**src/rtl/id_ex_reg_if.sv**
```systemverilog
// ID/EX boundary bundle: ID-stage instruction in, registered EX copy and hazard status out.
// The slave modport is the pipeline register's view; master is the driver/observer side.
interface id_ex_reg_if #(
  parameter int XLEN   = 32,
  parameter int CTRL_W = 12,
  parameter int CNT_W  = 16
);
  logic              stall;
  logic              flush;

  logic              id_valid;
  logic [XLEN-1:0]   id_pc;
  logic [4:0]        id_rs1;
  logic [4:0]        id_rs2;
  logic [4:0]        id_rd;
  logic              id_use_rs1;
  logic              id_use_rs2;
  logic [XLEN-1:0]   id_rd1;
  logic [XLEN-1:0]   id_rd2;
  logic [XLEN-1:0]   id_imm;
  logic [CTRL_W-1:0] id_ctrl;

  logic              ex_valid;
  logic [XLEN-1:0]   ex_pc;
  logic [XLEN-1:0]   ex_rd1;
  logic [XLEN-1:0]   ex_rd2;
  logic [XLEN-1:0]   ex_imm;
  logic [4:0]        ex_rs1;
  logic [4:0]        ex_rs2;
  logic [4:0]        ex_rd;
  logic [CTRL_W-1:0] ex_ctrl;

  logic              hazard_stall;
  logic [CNT_W-1:0]  bubble_cnt;

  modport slave (
    input  stall, flush,
    input  id_valid, id_pc, id_rs1, id_rs2, id_rd, id_use_rs1, id_use_rs2,
    input  id_rd1, id_rd2, id_imm, id_ctrl,
    output ex_valid, ex_pc, ex_rd1, ex_rd2, ex_imm, ex_rs1, ex_rs2, ex_rd, ex_ctrl,
    output hazard_stall, bubble_cnt
  );

  modport master (
    output stall, flush,
    output id_valid, id_pc, id_rs1, id_rs2, id_rd, id_use_rs1, id_use_rs2,
    output id_rd1, id_rd2, id_imm, id_ctrl,
    input  ex_valid, ex_pc, ex_rd1, ex_rd2, ex_imm, ex_rs1, ex_rs2, ex_rd, ex_ctrl,
    input  hazard_stall, bubble_cnt
  );
endinterface

```
**src/rtl/id_ex_reg.sv**
```systemverilog
// ID/EX pipeline register with load-use hazard detection and a saturating bubble counter.
// Latency 1 cycle; stall holds EX, a load-use hit inserts one bubble and holds IF/ID and PC.
module id_ex_reg #(
  parameter int XLEN   = 32,
  parameter int CTRL_W = 12,
  parameter int CNT_W  = 16
) (
  input logic         clk,
  input logic         rst,
  id_ex_reg_if.slave  bus
);
  localparam int CTRL_REGWRITE = 0;
  localparam int CTRL_MEMREAD  = 1;

  typedef struct packed {
    logic [XLEN-1:0]   pc;
    logic [XLEN-1:0]   rd1;
    logic [XLEN-1:0]   rd2;
    logic [XLEN-1:0]   imm;
    logic [4:0]        rs1;
    logic [4:0]        rs2;
    logic [4:0]        rd;
    logic [CTRL_W-1:0] ctrl;
  } ex_payload_t;

  ex_payload_t      ex_q;
  ex_payload_t      ex_nxt;
  ex_payload_t      id_payload;
  logic             ex_valid_q;
  logic             ex_valid_nxt;
  logic [CNT_W-1:0] cnt_q;
  logic             cnt_inc;
  logic             rs1_hit;
  logic             rs2_hit;
  logic             load_use;

  // A load in EX whose destination the ID instruction reads cannot be forwarded in time.
  always_comb begin
    rs1_hit  = bus.id_use_rs1 && (bus.id_rs1 == ex_q.rd);
    rs2_hit  = bus.id_use_rs2 && (bus.id_rs2 == ex_q.rd);
    load_use = ex_valid_q && ex_q.ctrl[CTRL_MEMREAD] && (ex_q.rd != 5'd0) &&
               bus.id_valid && (rs1_hit || rs2_hit);
  end

  always_comb begin
    id_payload.pc   = bus.id_pc;
    id_payload.rd1  = bus.id_rd1;
    id_payload.rd2  = bus.id_rd2;
    id_payload.imm  = bus.id_imm;
    id_payload.rs1  = bus.id_rs1;
    id_payload.rs2  = bus.id_rs2;
    id_payload.rd   = bus.id_rd;
    id_payload.ctrl = bus.id_ctrl;
    // x0 is hardwired; never let a write to it reach WB.
    if (bus.id_rd == 5'd0) begin
      id_payload.ctrl[CTRL_REGWRITE] = 1'b0;
    end
  end

  always_comb begin
    ex_valid_nxt = ex_valid_q;
    ex_nxt       = ex_q;
    cnt_inc      = 1'b0;
    if (bus.flush) begin
      ex_valid_nxt = 1'b0;
      ex_nxt       = '0;
    end else if (bus.stall) begin
      ex_valid_nxt = ex_valid_q;
      ex_nxt       = ex_q;
    end else if (load_use) begin
      ex_valid_nxt = 1'b0;
      ex_nxt       = '0;
      cnt_inc      = 1'b1;
    end else if (!bus.id_valid) begin
      ex_valid_nxt = 1'b0;
      ex_nxt       = '0;
    end else begin
      ex_valid_nxt = 1'b1;
      ex_nxt       = id_payload;
    end
  end

  always_ff @(posedge clk or posedge rst) begin
    if (rst) begin
      ex_valid_q <= 1'b0;
      ex_q       <= '0;
    end else begin
      ex_valid_q <= ex_valid_nxt;
      ex_q       <= ex_nxt;
    end
  end

  always_ff @(posedge clk or posedge rst) begin
    if (rst) begin
      cnt_q <= '0;
    end else if (cnt_inc && !(&cnt_q)) begin
      cnt_q <= cnt_q + {{(CNT_W-1){1'b0}}, 1'b1};
    end
  end

  assign bus.ex_valid     = ex_valid_q;
  assign bus.ex_pc        = ex_q.pc;
  assign bus.ex_rd1       = ex_q.rd1;
  assign bus.ex_rd2       = ex_q.rd2;
  assign bus.ex_imm       = ex_q.imm;
  assign bus.ex_rs1       = ex_q.rs1;
  assign bus.ex_rs2       = ex_q.rs2;
  assign bus.ex_rd        = ex_q.rd;
  assign bus.ex_ctrl      = ex_q.ctrl;
  assign bus.hazard_stall = load_use && !bus.flush;
  assign bus.bubble_cnt   = cnt_q;
endmodule

```
**src/flat_wrapper.sv**
```systemverilog
// flat-port wrapper written by rule: the top's interface ports become plain ports
module id_ex_reg_flat 
#(
  parameter int XLEN   = 32,
  parameter int CTRL_W = 12,
  parameter int CNT_W  = 16
)
  (clk, rst, bus_stall, bus_flush, bus_id_valid, bus_id_pc, bus_id_rs1, bus_id_rs2, bus_id_rd, bus_id_use_rs1, bus_id_use_rs2, bus_id_rd1, bus_id_rd2, bus_id_imm, bus_id_ctrl, bus_ex_valid, bus_ex_pc, bus_ex_rd1, bus_ex_rd2, bus_ex_imm, bus_ex_rs1, bus_ex_rs2, bus_ex_rd, bus_ex_ctrl, bus_hazard_stall, bus_bubble_cnt);
  id_ex_reg_if #(.XLEN(XLEN), .CTRL_W(CTRL_W), .CNT_W(CNT_W)) bus_i ();
  input logic clk;
  input logic rst;
  input wire logic [$bits(bus_i.stall)-1:0] bus_stall;
  input wire logic [$bits(bus_i.flush)-1:0] bus_flush;
  input wire logic [$bits(bus_i.id_valid)-1:0] bus_id_valid;
  input wire logic [$bits(bus_i.id_pc)-1:0] bus_id_pc;
  input wire logic [$bits(bus_i.id_rs1)-1:0] bus_id_rs1;
  input wire logic [$bits(bus_i.id_rs2)-1:0] bus_id_rs2;
  input wire logic [$bits(bus_i.id_rd)-1:0] bus_id_rd;
  input wire logic [$bits(bus_i.id_use_rs1)-1:0] bus_id_use_rs1;
  input wire logic [$bits(bus_i.id_use_rs2)-1:0] bus_id_use_rs2;
  input wire logic [$bits(bus_i.id_rd1)-1:0] bus_id_rd1;
  input wire logic [$bits(bus_i.id_rd2)-1:0] bus_id_rd2;
  input wire logic [$bits(bus_i.id_imm)-1:0] bus_id_imm;
  input wire logic [$bits(bus_i.id_ctrl)-1:0] bus_id_ctrl;
  output wire logic [$bits(bus_i.ex_valid)-1:0] bus_ex_valid;
  output wire logic [$bits(bus_i.ex_pc)-1:0] bus_ex_pc;
  output wire logic [$bits(bus_i.ex_rd1)-1:0] bus_ex_rd1;
  output wire logic [$bits(bus_i.ex_rd2)-1:0] bus_ex_rd2;
  output wire logic [$bits(bus_i.ex_imm)-1:0] bus_ex_imm;
  output wire logic [$bits(bus_i.ex_rs1)-1:0] bus_ex_rs1;
  output wire logic [$bits(bus_i.ex_rs2)-1:0] bus_ex_rs2;
  output wire logic [$bits(bus_i.ex_rd)-1:0] bus_ex_rd;
  output wire logic [$bits(bus_i.ex_ctrl)-1:0] bus_ex_ctrl;
  output wire logic [$bits(bus_i.hazard_stall)-1:0] bus_hazard_stall;
  output wire logic [$bits(bus_i.bubble_cnt)-1:0] bus_bubble_cnt;
  assign bus_i.stall = bus_stall;
  assign bus_i.flush = bus_flush;
  assign bus_i.id_valid = bus_id_valid;
  assign bus_i.id_pc = bus_id_pc;
  assign bus_i.id_rs1 = bus_id_rs1;
  assign bus_i.id_rs2 = bus_id_rs2;
  assign bus_i.id_rd = bus_id_rd;
  assign bus_i.id_use_rs1 = bus_id_use_rs1;
  assign bus_i.id_use_rs2 = bus_id_use_rs2;
  assign bus_i.id_rd1 = bus_id_rd1;
  assign bus_i.id_rd2 = bus_id_rd2;
  assign bus_i.id_imm = bus_id_imm;
  assign bus_i.id_ctrl = bus_id_ctrl;
  assign bus_ex_valid = bus_i.ex_valid;
  assign bus_ex_pc = bus_i.ex_pc;
  assign bus_ex_rd1 = bus_i.ex_rd1;
  assign bus_ex_rd2 = bus_i.ex_rd2;
  assign bus_ex_imm = bus_i.ex_imm;
  assign bus_ex_rs1 = bus_i.ex_rs1;
  assign bus_ex_rs2 = bus_i.ex_rs2;
  assign bus_ex_rd = bus_i.ex_rd;
  assign bus_ex_ctrl = bus_i.ex_ctrl;
  assign bus_hazard_stall = bus_i.hazard_stall;
  assign bus_bubble_cnt = bus_i.bubble_cnt;
  id_ex_reg #(.XLEN(XLEN), .CTRL_W(CTRL_W), .CNT_W(CNT_W)) u_core (.clk(clk), .rst(rst), .bus(bus_i));
endmodule
```
**config.mk**
```make
export PLATFORM = sky130hd
export DESIGN_NAME = id_ex_reg_flat
export DESIGN_NICKNAME = d
export VERILOG_FILES = /design/src/rtl/id_ex_reg_if.sv /design/src/rtl/id_ex_reg.sv /design/src/flat_wrapper.sv
export SDC_FILE = /design/constraint.sdc
export NUM_CORES = 1
export LEC_CHECK = 0
export CAP_MARGIN = 15
export CORE_ASPECT_RATIO = 0.7
export CORE_MARGIN = 5
export CORE_UTILIZATION = 40
export DETAILED_ROUTE_END_ITERATION = 16
export HOLD_SLACK_MARGIN = 0.02
export PLACE_DENSITY = 0.78
export SYNTH_ARGS = -nofsm -noshare
export SYNTH_HDL_FRONTEND = slang
export SYNTH_SLANG_ARGS = --single-unit
```
**constraint.sdc**
```tcl
create_clock -name clk -period 7.5 [get_ports clk]
set_input_delay 2.25 -clock clk [delete_from_list [all_inputs] [get_ports clk]]
set_output_delay 2.25 -clock clk [all_outputs]
set_load 0.03 [all_outputs]
```
==> summary.md <==
| Metric | Value |
|---|---|
| Fillers | between 1k and 1.5k |
| Pleak | approximately 4.7 nW |
| Worst Hold Class | reg2reg |
| VDD IR-drop max | about 0.13 mV |
| Cell count after placement | approximately 970 |
| Finished Layout Cells | 1,005 |
| RSZ-0062 raised after global routing | false |
| Status | complete, no violations |
| Period minus WS final | 6.49 ns |
| Reg clk slew, reported paths | 0.07 ns |
| Ys async rst share | 100% |
| ANT cells | 0 |
| # hold bufs at CTS | 0 |
| Initial drt markers | roughly 390 |
| Sink Count | approximately 170 |
| DR vias/cell | about 5.3 |
| Rows | 39 |
| Yosys Warn Count | 0 |
| Antenna violations before repair | 0 |
| Fin nets | 930 |
| Setup Skew | about 0.0092 ns |
| Num CTS Buffers | 17 |
| Switching part of the total | 25.9% |
| Crit path required time | 5.25 ns |
| Seq pwr share | 45.7% |
| Final worst slack | just over 1 ns |
| Die Wd | around 160 microns |
| Io pins | around 340 |
| Synth Register Bits | ~170 |
| Cell count after synthesis | 444 |
| Final setup viols | 0 |
| Global-route wire length before repair | 31,000 microns |
| Worst path arrival time | around 4.2 ns |
| Vias in the first global route | about 5.5k |
| Ratio of cells with drive above 1 in the final layout | under 10% |
| Internal | roughly 0.0016 W |
| Syn_area_per_cell | approximately 15 sq um |
| Tcrit/Tclk final | a little under 90% |
| Worst-Skew Late Latency | around 0.42 ns |
| CP endpoint kind | output port |
| R2r setup slk | 4.71 ns |
| Port Buffers | 334 |
| Post-DP HPWL | about 15,000 microns |
| Post-synth EDFFs | 0 |
| Fmax | roughly 150 MHz |
| DR vias | 5,286 |
| Final setup TNS | 0 ns |
| Mapped Area | around 6500 sq um |
| Distinct cells, synth | 32 |
| Longest Clk Path Bufs | 2 |
| Power Total | 0.00214 W |
| # H-tree levels | 4 |
| Final Max Slew Viols | 0 |
| PD cells | 203 nW/um^2 |
| Synth Flop Type | dfrtp_1 |
| Root Buffer | clkbuf_16 |
| Initial Utilization | between 40% and 50% |
| Critical path class | in2out |
| Die Area | 19,000 sq um |
| DRT Pass-1 Iters | 5 |
| Relative slew slack | about 36% |
| CP Launch Type | input pin |
| CP Max Fanout | 2 |
| Comb pwr share | 14.4% |
| Remaining DRCs | 0 |
| Synth Net Count | about 610 |
| CTS resizes | 0 |
| Largest net degree at the start of global routing | about 110 |
| Setup slack at placement | roughly 0.98 ns |
| Maxcap violations | 0 |
| Area Overhead vs Synth | 61.3% |
| DR WL/cell | 20.7 microns |
| Clock power share | around 40% |
| Setup Fix Bufs, Post-CTS | 0 |
| Sequential-to-total area share from yosys stat | about 66% |
| Die Ht | roughly 120 microns |
| Final hold vios | 0 |
| Final GP Congestion | just under 0.8 |
| NetSw | between 0.0005 and 0.0006 W |
| Fin Hold WS | about 0.49 ns |
| Gr ovfl total | 0 |
| Routed WL | slightly above 20,000 microns |
| Total core area | 16,200 sq um |
| Worst slew pin tran | approximately 0.96 ns |
| Gr usage total | between 20% and 30% |
| CTS tree | done |
| Post-route ant nets | 0 |
path summary, 6_finish.rpt:
path / startpoint / end / depth (start not counted)
worst min-delay path: u_core.bus.bubble_cnt[14] / u_core.bus.bubble_cnt[14] / 1
min in group asynchronous: rst / u_core.bus.ex_rd1[14] / 2
worst max-delay path: bus_id_rs1[4] / bus_hazard_stall / 6
worst min register to register: u_core.bus.bubble_cnt[14] / u_core.bus.bubble_cnt[14] / 1
max in group asynchronous: rst / u_core.bus.ex_rd1[26] / 3
worst max register to register: u_core.bus.ex_rd[0] / u_core.bus.ex_ctrl[0] / 5
flip-flops by register name (all words and copies together) (netlist names):
name	flops
u_core.bus.ex_imm	32
u_core.bus.ex_pc	32
u_core.bus.ex_rd1	32
u_core.bus.ex_rd2	32
u_core.bus.bubble_cnt	16
u_core.bus.ex_ctrl	12
u_core.bus.ex_rd	5
u_core.bus.ex_rs1	5
u_core.bus.ex_rs2	5
u_core.bus.ex_valid	1
critical path, cell delays in order:
cell             delay (ns)
clkdlybuf4s50_1        0.55
xnor2_1                0.14
nand4_1                0.10
o22ai_1                0.29
and4b_1                0.23
clkdlybuf4s50_1        0.67
cell families after synthesis:
family,after synthesis,share of synthesized area [%]
mux,1,0.172
fa+ha+maj,1,0.191
buf+inv,38,4.06
xor+xnor,25,3.35
flops,172,65.8
compound gates,163,22.1
simple gates,44,4.23
layer usage:
metal | vias up | track usage, % | wire length [microns]
li1 | 2362 | - | -
met5 | - | 0 | 0
met2 | 268 | 35.0 | 10200
met4 | 0 | 8.32 | 517
met1 | 2623 | 25.7 | 8040
met3 | 33 | 7.07 | 2020
per-stage QoR:
stage	instance area, sq um	utilization (%)
2_1_floorplan	6540	-
3_3_place_gp	9960	61.5
3_5_place_dp	9960	61.5
4_1_cts	10500	65.1
5_1_grt	10500	65.1
6_report	10500	65.1
power groups by stage:
| stage | Sequential (W) | Combinational [W] | Clock (W) |
|---|---|---|---|
| floorplan | 0.00106 | 0.0000738 | 0 |
| global placement | 0.000995 | 0.000305 | 0 |
| detailed placement | 0.000996 | 0.000310 | 0 |
| CTS | 0.000979 | 0.000312 | 0.000874 |
| global route | 0.000983 | 0.000327 | 0.000914 |
| finish | 0.000980 | 0.000308 | 0.000856 |
cell usage in the layout, fill, tap and decap left out, drive strengths merged, types with 4 or more instances in the layout:
| master | instances |
|---|---|
| clkdlybuf4s50 | 334 |
| dfrtp | 172 |
| a22o | 154 |
| xnor2 | 22 |
| clkbuf | 19 |
| nand4 | 10 |
| nand3 | 9 |
| and3 | 7 |
| buf | 7 |
| inv | 6 |
| and4 | 5 |
| clkinv | 4 |
synthesized netlist by cell type, drive strengths merged, types with 2 or more instances:
cell type | n | area (sq um)
a22o | 154 | 1350
clkbuf | 19 | 71.3
and3 | 7 | 43.8
nand2 | 3 | 11.3
xor2 | 3 | 26.3
nor4b | 2 | 17.5
buf | 18 | 190
xnor2 | 22 | 193
and4 | 5 | 43.8
nor2 | 2 | 7.51
nand4 | 10 | 62.6
dfrtp | 172 | 4300
nand3 | 9 | 45.0
final cells by class:
class,count,area (sq um),area share [%]
clock buffer,19,443,4.20
clock inverter,13,133,1.26
inverter,1,8.76,0.0831
multi-input combinational,234,1970,18.7
sequential,172,4300,40.8
tap,225,282,2.67
timing repair buffer,341,3400,32.2
Note: power is estimated with default switching activity, not from simulation.
